**src/rtl/fraccion_if.sv**
```systemverilog
// Handshake and result bus between the fixed-point datapath and the fraccion converter.
// The master drives the 4-bit fraction and collects the decimal result; the slave is the converter.
interface fraccion_if;
    logic        in_valid;
    logic [3:0]  b;
    logic        busy;
    logic        out_valid;
    logic [3:0]  d;
    logic [15:0] bcd;

    modport master (output in_valid, b, input busy, out_valid, d, bcd);
    modport slave  (input in_valid, b, output busy, out_valid, d, bcd);
endinterface

```
**src/rtl/fraccion.sv**
```systemverilog
// Iterative binary-fraction-to-decimal converter: one BCD digit per clock via multiply-by-10.
// Define FRACCION_ROUND_EN to round the tenths digit half-up instead of truncating it.
module fraccion (
    input  logic      clk,
    input  logic      rst,
    fraccion_if.slave bus
);
    typedef enum logic {IDLE, CONV} state_t;

    state_t      state, state_next;
    logic [3:0]  r;
    logic [1:0]  k;
    logic [11:0] digits;
    logic [7:0]  p;
    logic        accept, last;
    logic [3:0]  d_new;
    logic        out_valid_q;
    logic [3:0]  d_q;
    logic [15:0] bcd_q;

    // r*10 as (r<<3)+(r<<1); the high nibble is the next decimal digit.
    assign p = {1'b0, r, 3'b000} + {3'b000, r, 1'b0};

    always_comb begin
        state_next = state;
        accept     = 1'b0;
        last       = 1'b0;
        case (state)
            IDLE: begin
                if (bus.in_valid) begin
                    accept     = 1'b1;
                    state_next = CONV;
                end
            end
            CONV: begin
                if (k == 2'd3) begin
                    last       = 1'b1;
                    state_next = IDLE;
                end
            end
            default: state_next = IDLE;
        endcase
    end

    // The second digit is already stored when the last digit emerges, so rounding needs no extra cycle.
`ifdef FRACCION_ROUND_EN
    assign d_new = digits[11:8] + ((digits[7:4] >= 4'd5) ? 4'd1 : 4'd0);
`else
    assign d_new = digits[11:8];
`endif

    always_ff @(posedge clk or posedge rst) begin
        if (rst) begin
            state <= IDLE;
        end else begin
            state <= state_next;
        end
    end

    always_ff @(posedge clk or posedge rst) begin
        if (rst) begin
            r           <= 4'd0;
            k           <= 2'd0;
            digits      <= 12'd0;
            out_valid_q <= 1'b0;
            d_q         <= 4'd0;
            bcd_q       <= 16'd0;
        end else begin
            out_valid_q <= 1'b0;
            if (accept) begin
                r <= bus.b;
                k <= 2'd0;
            end else if (state == CONV) begin
                r <= p[3:0];
                k <= k + 2'd1;
                if (k == 2'd0) digits[11:8] <= p[7:4];
                if (k == 2'd1) digits[7:4]  <= p[7:4];
                if (k == 2'd2) digits[3:0]  <= p[7:4];
                if (last) begin
                    bcd_q       <= {digits, p[7:4]};
                    d_q         <= d_new;
                    out_valid_q <= 1'b1;
                end
            end
        end
    end

    assign bus.busy      = (state == CONV);
    assign bus.out_valid = out_valid_q;
    assign bus.d         = d_q;
    assign bus.bcd       = bcd_q;
endmodule

```
**src/flat_wrapper.sv**
```systemverilog
// flat-port wrapper written by rule: the top's interface ports become plain ports
module fraccion_flat 
  (clk, rst, bus_in_valid, bus_b, bus_busy, bus_out_valid, bus_d, bus_bcd);
  fraccion_if bus_i ();
  input  logic clk;
  input  logic rst;
  input wire logic [$bits(bus_i.in_valid)-1:0] bus_in_valid;
  input wire logic [$bits(bus_i.b)-1:0] bus_b;
  output wire logic [$bits(bus_i.busy)-1:0] bus_busy;
  output wire logic [$bits(bus_i.out_valid)-1:0] bus_out_valid;
  output wire logic [$bits(bus_i.d)-1:0] bus_d;
  output wire logic [$bits(bus_i.bcd)-1:0] bus_bcd;
  assign bus_i.in_valid = bus_in_valid;
  assign bus_i.b = bus_b;
  assign bus_busy = bus_i.busy;
  assign bus_out_valid = bus_i.out_valid;
  assign bus_d = bus_i.d;
  assign bus_bcd = bus_i.bcd;
  fraccion u_core (.clk(clk), .rst(rst), .bus(bus_i));
endmodule
```
**config.mk**
```make
export PLATFORM = sky130hd
export DESIGN_NAME = fraccion_flat
export DESIGN_NICKNAME = d
export VERILOG_FILES = /design/src/rtl/fraccion_if.sv /design/src/rtl/fraccion.sv /design/src/flat_wrapper.sv
export SDC_FILE = /design/constraint.sdc
export NUM_CORES = 1
export LEC_CHECK = 0
export ABC_AREA = 1
export CAP_MARGIN = 20
export CORE_MARGIN = 5
export CORE_UTILIZATION = 40
export CTS_BUF_LIST = sky130_fd_sc_hd__clkbuf_8 sky130_fd_sc_hd__clkbuf_16
export CTS_CLUSTER_DIAMETER = 40
export DETAILED_ROUTE_END_ITERATION = 6
export PLACE_DENSITY = 0.66
export SYNTH_ARGS = -nofsm -noshare
export SYNTH_HDL_FRONTEND = slang
export SYNTH_SLANG_ARGS = --single-unit
```
**constraint.sdc**
```tcl
create_clock -name clk -period 1.5 [get_ports clk]
set_input_delay 0.3 -clock clk [delete_from_list [all_inputs] [get_ports clk]]
set_output_delay 0.3 -clock clk [all_outputs]
set_load 0.01 [all_outputs]
```
# Yosys cells after proc, flatten, opt, wreduce, memory -nomap -nowiden
# Index checks and enable logic that the tools add are counted.
[totals]
in_bits = 7
latch_bits = 0
out_inout_bits = 22
romBits = 0
register_bits = 40
mem_bits_rw = 0
wordCells = 35
mem_count = 0
[op_classes]
n_mul = 0
n_div = 0
bitwise_logic = 2
n_shift = 0
add_sub_neg = 2
reduce_logical = 6
order_cmp = 0
n_eq_ne = 3
mux = 13
[op_table]
columns = ["operator", "n"]
rows = [
  ["$reduce_and A3 Y1", 4],
  ["$add A7 B5 Y8", 1],
  ["$mux W1", 8],
  ["$mux W4", 2],
  ["$eq A2 B2 Y1 const B", 2],
  ["$mux W2", 2],
  ["$add A2 B1 Y2 const B", 1],
  ["$eq A2 B1 Y1 const B", 1],
  ["$logic_not A2 Y1", 1],
  ["$not A1 Y1", 2],
  ["$pmux W1 S2", 1],
  ["$reduce_bool A2 Y1", 1],
]

# Logic depth before layout (Yosys ltp)
# Gate-level depths: netlist of run 1.
[logic_depth]
word_depth = 6
ltp_mapped = 6
ltp_nobuf = 6

# Least setup slack after synthesis of run 1
# Ideal clock, no wire load.
[synth_timing]
kind = "flip-flop to flip-flop"
start = "register u_core.r[2]"
end = "register u_core.bcd_q[1] (netlist: u_core.bus.bcd[1])"
setup_slack_ns = 0.011
setup_time_ns = 0.128
arrival_time_ns = 1.360
path_stages_with_launch = 6
period_less_slack_ns = 1.489
cell_sequence = "dfrtp_1 > ha_1 > inv_1 > fa_1 > xor2_1 > o21ai_0"
[synth_between]
elab_chain_len = 1
[synth_rtl]
columns = ["item", "line", "source"]
rows = [
  ["start, declared", "fraccion.sv:11", "logic [3:0] r;"],
  ["start signal, assigned", "fraccion.sv:71", "r <= bus.b;"],
  ["start signal, assigned", "fraccion.sv:74", "r <= p[3:0];"],
  ["$add A7 B5 Y8", "fraccion.sv:22", "assign p = {1'b0, r, 3'b000} + {3'b000, r, 1'b0};"],
  ["end signal, assigned", "fraccion.sv:80", "bcd_q <= {digits, p[7:4]};"],
  ["end, declared", "fraccion.sv:19", "logic [15:0] bcd_q;"],
]
# Every way passes these cells.
# A chain may end at the register's enable or synchronous reset.

# Worst setup path after layout of run 1
[layout_timing]
start = "register u_core.r[0]"
end = "register u_core.digits[1]"
[layout_between]
elab_chain_len = 1
[layout_rtl]
columns = ["item", "line", "source"]
rows = [
  ["$add A7 B5 Y8", "fraccion.sv:22", ""],
  ["end signal, assigned", "fraccion.sv:78", "if (k == 2'd2) digits[3:0] <= p[7:4];"],
  ["end, declared", "fraccion.sv:13", "logic [11:0] digits;"],
]
# Every way passes these cells.

==> results of run 1 <==
## timing repair
action,4_1_cts,5_1_grt
setup endpoints to repair,17,20
gates resized for setup,10,16
pin swaps,0,1
## area by class of cell
type	instances	share of cell area, %
Sequential cell	36	44.39
Multi-Input combinational cell	107	27.00
Timing Repair Buffer	33	17.02
Clock buffer	5	3.391
Inverter	17	3.144
Tap cell	48	2.959
Clock inverter	3	2.096
## flip-flops by register name, summed over array words and instances, names as in the netlist
name,flops
u_core.r,4
u_core.bus.bcd,16
u_core.bus.busy,1
u_core.digits,12
u_core.bus.out_valid,1
u_core.k,2
## cells by family after synthesis
logic type / share of synthesized area, %
adder cells (fa/ha/maj): 6.095
AND/OR/NAND/NOR: 20.21
AO/OA/AOI/OAI: 7.137
XOR/XNOR: 0.5614
buffers and inverters: 8.260
flip-flops: 57.74
## worst max path at each step
stage | to | startpoint | slack (ns) | cells past startpoint
2_1_floorplan | u_core.bus.bcd[1] | u_core.r[2] | 0.01 | 5
3_3_place_gp | u_core.bus.bcd[1] | u_core.r[0] | 0.05 | 5
3_5_place_dp | u_core.digits[1] | u_core.r[0] | -0.03 | 5
4_1_cts | u_core.digits[11] | u_core.r[0] | -0.04 | 6
5_1_grt | u_core.digits[1] | u_core.r[0] | -0.005 | 5
6_report | u_core.digits[1] | u_core.r[0] | 0.06 | 5
## cells in the mapped netlist, drive strengths merged
library cell,instances
nand3,7
buf,8
nand2,68
nor2,4
a22o,1
dfrtp,36
fa,1
ha,6
inv,17
xor2,1
o211ai,3
o21ai,16
## stage by stage
step           power, mW  cell area, µm²  setup TNS, ns
3_3_place_gp       2.796            1886              0
2_1_floorplan      2.307            1560              0
6_report           3.616            2029              0
3_5_place_dp       2.866            1886       -0.09910
4_1_cts            3.664            1984        -0.1746
5_1_grt            3.921            2029      -0.007343
## worst register-to-register path: stages (launching register included)
cell     delay (ns)
dfrtp_1        0.38
ha_1           0.18
inv_1          0.06
fa_2           0.39
xor2_2         0.21
o21ai_0        0.10
## power breakdown
part / internal (mW) / switching (mW)
registers: 1.28 / 0.175
logic: 0.547 / 0.782
clock network: 0.491 / 0.343
total: 2.32 / 1.30
## metal layers
layer	vias up	global-route usage [%]
li1	578	-
met1	524	16.67
met2	34	20.63
met3	6	5.817
met4	0	4.918
met5	-	0
==> results.txt, run 1 <==
YS warnings: 0
max-cap viol count: 0
total grt overflow: 0
Setup crit start kind: flip-flop
Mapped Area: 1560 µm²
Via Count: 1142
Max IR drop VDD: 0.0008824 V
antenna violations before repair: 0
Critical Path RT: 1.67 ns
Root Buffer: clkbuf_8
ant diodes: 0
area of the multi-input gates: 548.0 µm²
Post-Route Hold Slack: 0.3611 ns
Tmin final: 1.442 ns
Worst R2R Path Depth: 5
RSZ-0062 raised after global routing: yes
HP Class: in -> async
syn nets: 182
slowest stage delay, CP: 0.39 ns
Final Cycle Share: 96.15%
Initial Util: 41.99%
R2R Setup Slk: 0.06 ns
total track usage: 13.37%
element type at the critical path end: flip-flop
met3 wire length: 227 µm
Least-Margin Pin Slew: 0.2546 ns
outcome: completed
pin count of the biggest net entering global routing: 37
DP HPWL: 2216 µm
crit-path cells: ha_1 -> inv_1 -> fa_2 -> xor2_2 -> o21ai_0
area leader, netlist: dfrtp_1
CTS tree: built
post-layout util: 54.61%
synthesized area per cell: 9.287 µm²
setup slack at placement: -0.02895 ns
1st-iter DRT viols: 50
Seq cells post-synth: 36
H-tree Lvls: 2
share of cells above drive strength 1: 9.453%
commonest non-fill, non-tap cell in the layout: nand2_1
slowest CP cell: fa_2
commonest non-fill, non-tap cells in the layout: nand2_1, dfrtp_1, inv_1
Final Slew Violations: 0
Core Box Area: 3716 µm²
clock sink count: 36
Core Rows: 22
Post-CTS Hold Buffers: 0
Yosys cell types: 18
Die H: 72.46 µm
Setup Buffers After CTS: 0
DR WL met2: 1453 µm
critical path class: reg -> reg
detailed-route DRC error count: 0
PwrDens: 1782 nW/µm²
Avg Vias per Cell: 4.586
# port buffers: 28
Clock Skews: 0.002366 ns
crit path DAT: 1.61 ns
fmax: 0.6934 GHz
sequential fraction of the synthesis area: 57.74%
Placed Instances: 241
synthesized netlist cell count: 168
clk buf depth: 2
WL final: 3160 µm
dominant cells by area after synthesis: dfrtp_1, nand2_1, ha_1, o21ai_0, inv_1
Register Area: 900.9 µm²
top sig layer: met4
DR WL/cell: 12.69 µm
Routability Congestion: 0.8219
via count of the first global-routing pass: 1123
Reg-to-Reg End: u_core.digits[1]
endpoints failing setup: 0
clock-pin slew on the worst setup and hold paths: 0.07 ns
FF-to-FF Start: u_core.r[0]
leak pwr: 1.191 nW
top-area cell type share of the netlist area: 57.74%
total die area: 5250 µm²
drt pass-1 iters: 5
Antenna Violating Nets Remaining: 0
Chip Width: 72.46 µm
Ports: 29
global-route wire length before repair: 5264 µm
final setup margin: 0.05780 ns
later-pin clock latency in the skew report: 0.29 ns
number of fill cells in the layout: 350
Layout Nets: 214
Hold Fails Final Rpt: 0
CTS Buf Count: 5
Non-Filler Instances: 249
Area Growth Syn to Fin: 30.07%
largest fanout on the critical path: 4
CP bufs+invs: 1
relative slew slack: 82.99%
Top delay family on crit path: adder cells
met1 wire length: 1421 µm
(Power assumes the default switching activity.)
==> run 2, diff against run 1 <==
--- a/config.mk
+++ b/config.mk
@@ -8,11 +8,11 @@
 export ABC_AREA = 1
 export CAP_MARGIN = 20
 export CORE_MARGIN = 5
-export CORE_UTILIZATION = 40
+export CORE_UTILIZATION = 46
 export CTS_BUF_LIST = sky130_fd_sc_hd__clkbuf_8 sky130_fd_sc_hd__clkbuf_16
 export CTS_CLUSTER_DIAMETER = 40
 export DETAILED_ROUTE_END_ITERATION = 6
-export PLACE_DENSITY = 0.66
+export PLACE_DENSITY = 0.72
 export SYNTH_ARGS = -nofsm -noshare
 export SYNTH_HDL_FRONTEND = slang
 export SYNTH_SLANG_ARGS = --single-unit
==> run 2 against run 1 <==
  * Die area is 11% lower
  * Final cell count is 0.40% lower
  * Clock power down 2%
  * Sequential share of layout area down 0.43 points
  * Clock skew grew 0.0044 ns
  * Total power grew 0.12%
  * Via count increased by 1.6%
  * Critical endpoint is now bus_bcd[7]
  * Largest power group unchanged
==> results.txt, run 2 (synthesized netlist as in run 1, its figures left out) <==
antenna violations before repair: 0
H-tree Lvls: 2
Sum Neg Setup Slack: 0 ns
later-pin clock latency in the skew report: 0.28 ns
Via Count: 1160
Setup crit start kind: flip-flop
Ports: 29
Antenna Violating Nets Remaining: 0
setup slack at placement: -0.05771 ns
Layout Nets: 215
global-route wire length before repair: 5244 µm
DR WL/cell: 12.17 µm
Core Rows: 21
number of fill cells in the layout: 308
ant diodes: 0
# port buffers: 28
element type at the critical path end: output pin
commonest non-fill, non-tap cell in the layout: nand2_1
outcome: completed
total grt overflow: 0
Chip Width: 68.24 µm
final setup margin: 0.05368 ns
RSZ-0062 raised after global routing: yes
total track usage: 15.62%
max reg flops: 16
detailed-route DRC error count: 0
Top delay family on crit path: buffers and inverters
crit path DAT: 1.15 ns
HP Class: in -> async
critical path class: reg -> out
DP HPWL: 2163 µm
Die H: 68.24 µm
PwrDens: 1767 nW/µm²
relative slew slack: 84.57%
Initial Util: 47.13%
CTS tree: built
largest fanout on the critical path: 2
slowest CP cell: clkdlybuf4s50_1
Clock Skews: 0.006724 ns
Root Buffer: clkbuf_8
Hold Fails Final Rpt: 0
max-cap viol count: 0
via count of the first global-routing pass: 1198
CP bufs+invs: 1
clock sink count: 36
pin count of the biggest net entering global routing: 37
Routability Congestion: 0.7947
Tmin final: 1.446 ns
Final Slew Violations: 0
1st-iter DRT viols: 53
share of cells above drive strength 1: 9.901%
Least-Margin Pin Slew: 0.2306 ns
leak pwr: 1.208 nW
drt pass-1 iters: 3
Core Box Area: 3311 µm²
R2R Setup Slk: 0.10 ns
Max IR drop VDD: 0.0009989 V
Avg Vias per Cell: 4.677
FF-to-FF Start: u_core.r[0]
Final Cycle Share: 96.42%
CTS Buf Count: 5
endpoints failing setup: 0
Reg-to-Reg End: u_core.digits[1]
clk buf depth: 2
total die area: 4657 µm²
Worst R2R Path Depth: 5
slowest stage delay, CP: 0.53 ns
Critical Path RT: 1.20 ns
clock-pin slew on the worst setup and hold paths: 0.07 ns
Worst path depth: 1
post-layout util: 61.90%
WL final: 3017 µm
fmax: 0.6914 GHz
Area Growth Syn to Fin: 31.36%
commonest non-fill, non-tap cells in the layout: nand2_1, dfrtp_1, inv_1
crit-path cells: clkdlybuf4s50_1
## run 2: how the worst max path moves through the flow
stage                            from                end  slack, ns
floorplan                 u_core.r[2]  u_core.bus.bcd[1]       0.01
global placement          u_core.r[0]   u_core.digits[1]       0.06
detailed placement        u_core.r[0]   u_core.digits[5]      -0.06
CTS                 u_core.bus.bcd[9]         bus_bcd[9]      0.004
global route              u_core.r[0]   u_core.digits[9]     -0.009
finish              u_core.bus.bcd[7]         bus_bcd[7]       0.05
## run 2: power by group
group          switching (mW)  leakage (nW)  internal (mW)  total [mW]
Sequential              0.175         0.476           1.28        1.45
Clock                   0.331        0.0593          0.486       0.817
Combinational           0.781         0.673          0.570        1.35
## run 2: layout make-up
| type | count | area, µm² | share of cell area, % |
|---|---|---|---|
| clock buffer | 5 | 68.82 | 3.358 |
| clock inverter | 3 | 38.79 | 1.893 |
| timing repair buffer | 34 | 357.8 | 17.46 |
| multi-input combinational | 107 | 561.8 | 27.41 |
| inverter | 17 | 63.81 | 3.114 |
| sequential | 36 | 900.9 | 43.96 |
| tap | 46 | 57.56 | 2.808 |
## run 2: tightest hold or removal path, stage by stage
cell and delay [ns]:
clkdlybuf4s50_1 0.40, inv_1 0.10, buf_12 0.21
## run 2: layer usage
| layer | global-route usage [%] | share of wire [%] | up-vias |
|---|---|---|---|
| li1 | - | - | 587 |
| met1 | 17.97 | 43 | 534 |
| met2 | 25.39 | 49 | 32 |
| met3 | 6.240 | 6.7 | 7 |
| met4 | 7.196 | 2.0 | 0 |
| met5 | 0 | 0 | - |
## run 2: timing repair
action / 4_1_cts / 5_1_grt
hold endpoints to repair: 0 / 0
endpoints found under the setup margin: 16 / 19
hold buffers: 0 / 0
setup buffers: 0 / 1
pin swaps: 0 / 2
gates resized for setup: 12 / 16
## run 2: metrics by stage
| stage | total power [mW] | instance area, µm² | std cells | hold WS [ns] |
|---|---|---|---|---|
| finish | 3.621 | 2049 | 248 | 0.3621 |
| detailed placement | 2.865 | 1883 | 239 | 0.4608 |
| global route | 3.925 | 2049 | 248 | 0.4001 |
| floorplan | 2.307 | 1560 | 168 | 0.4325 |
| global placement | 2.797 | 1883 | 239 | 0.4549 |
| CTS | 3.666 | 1998 | 247 | 0.3769 |
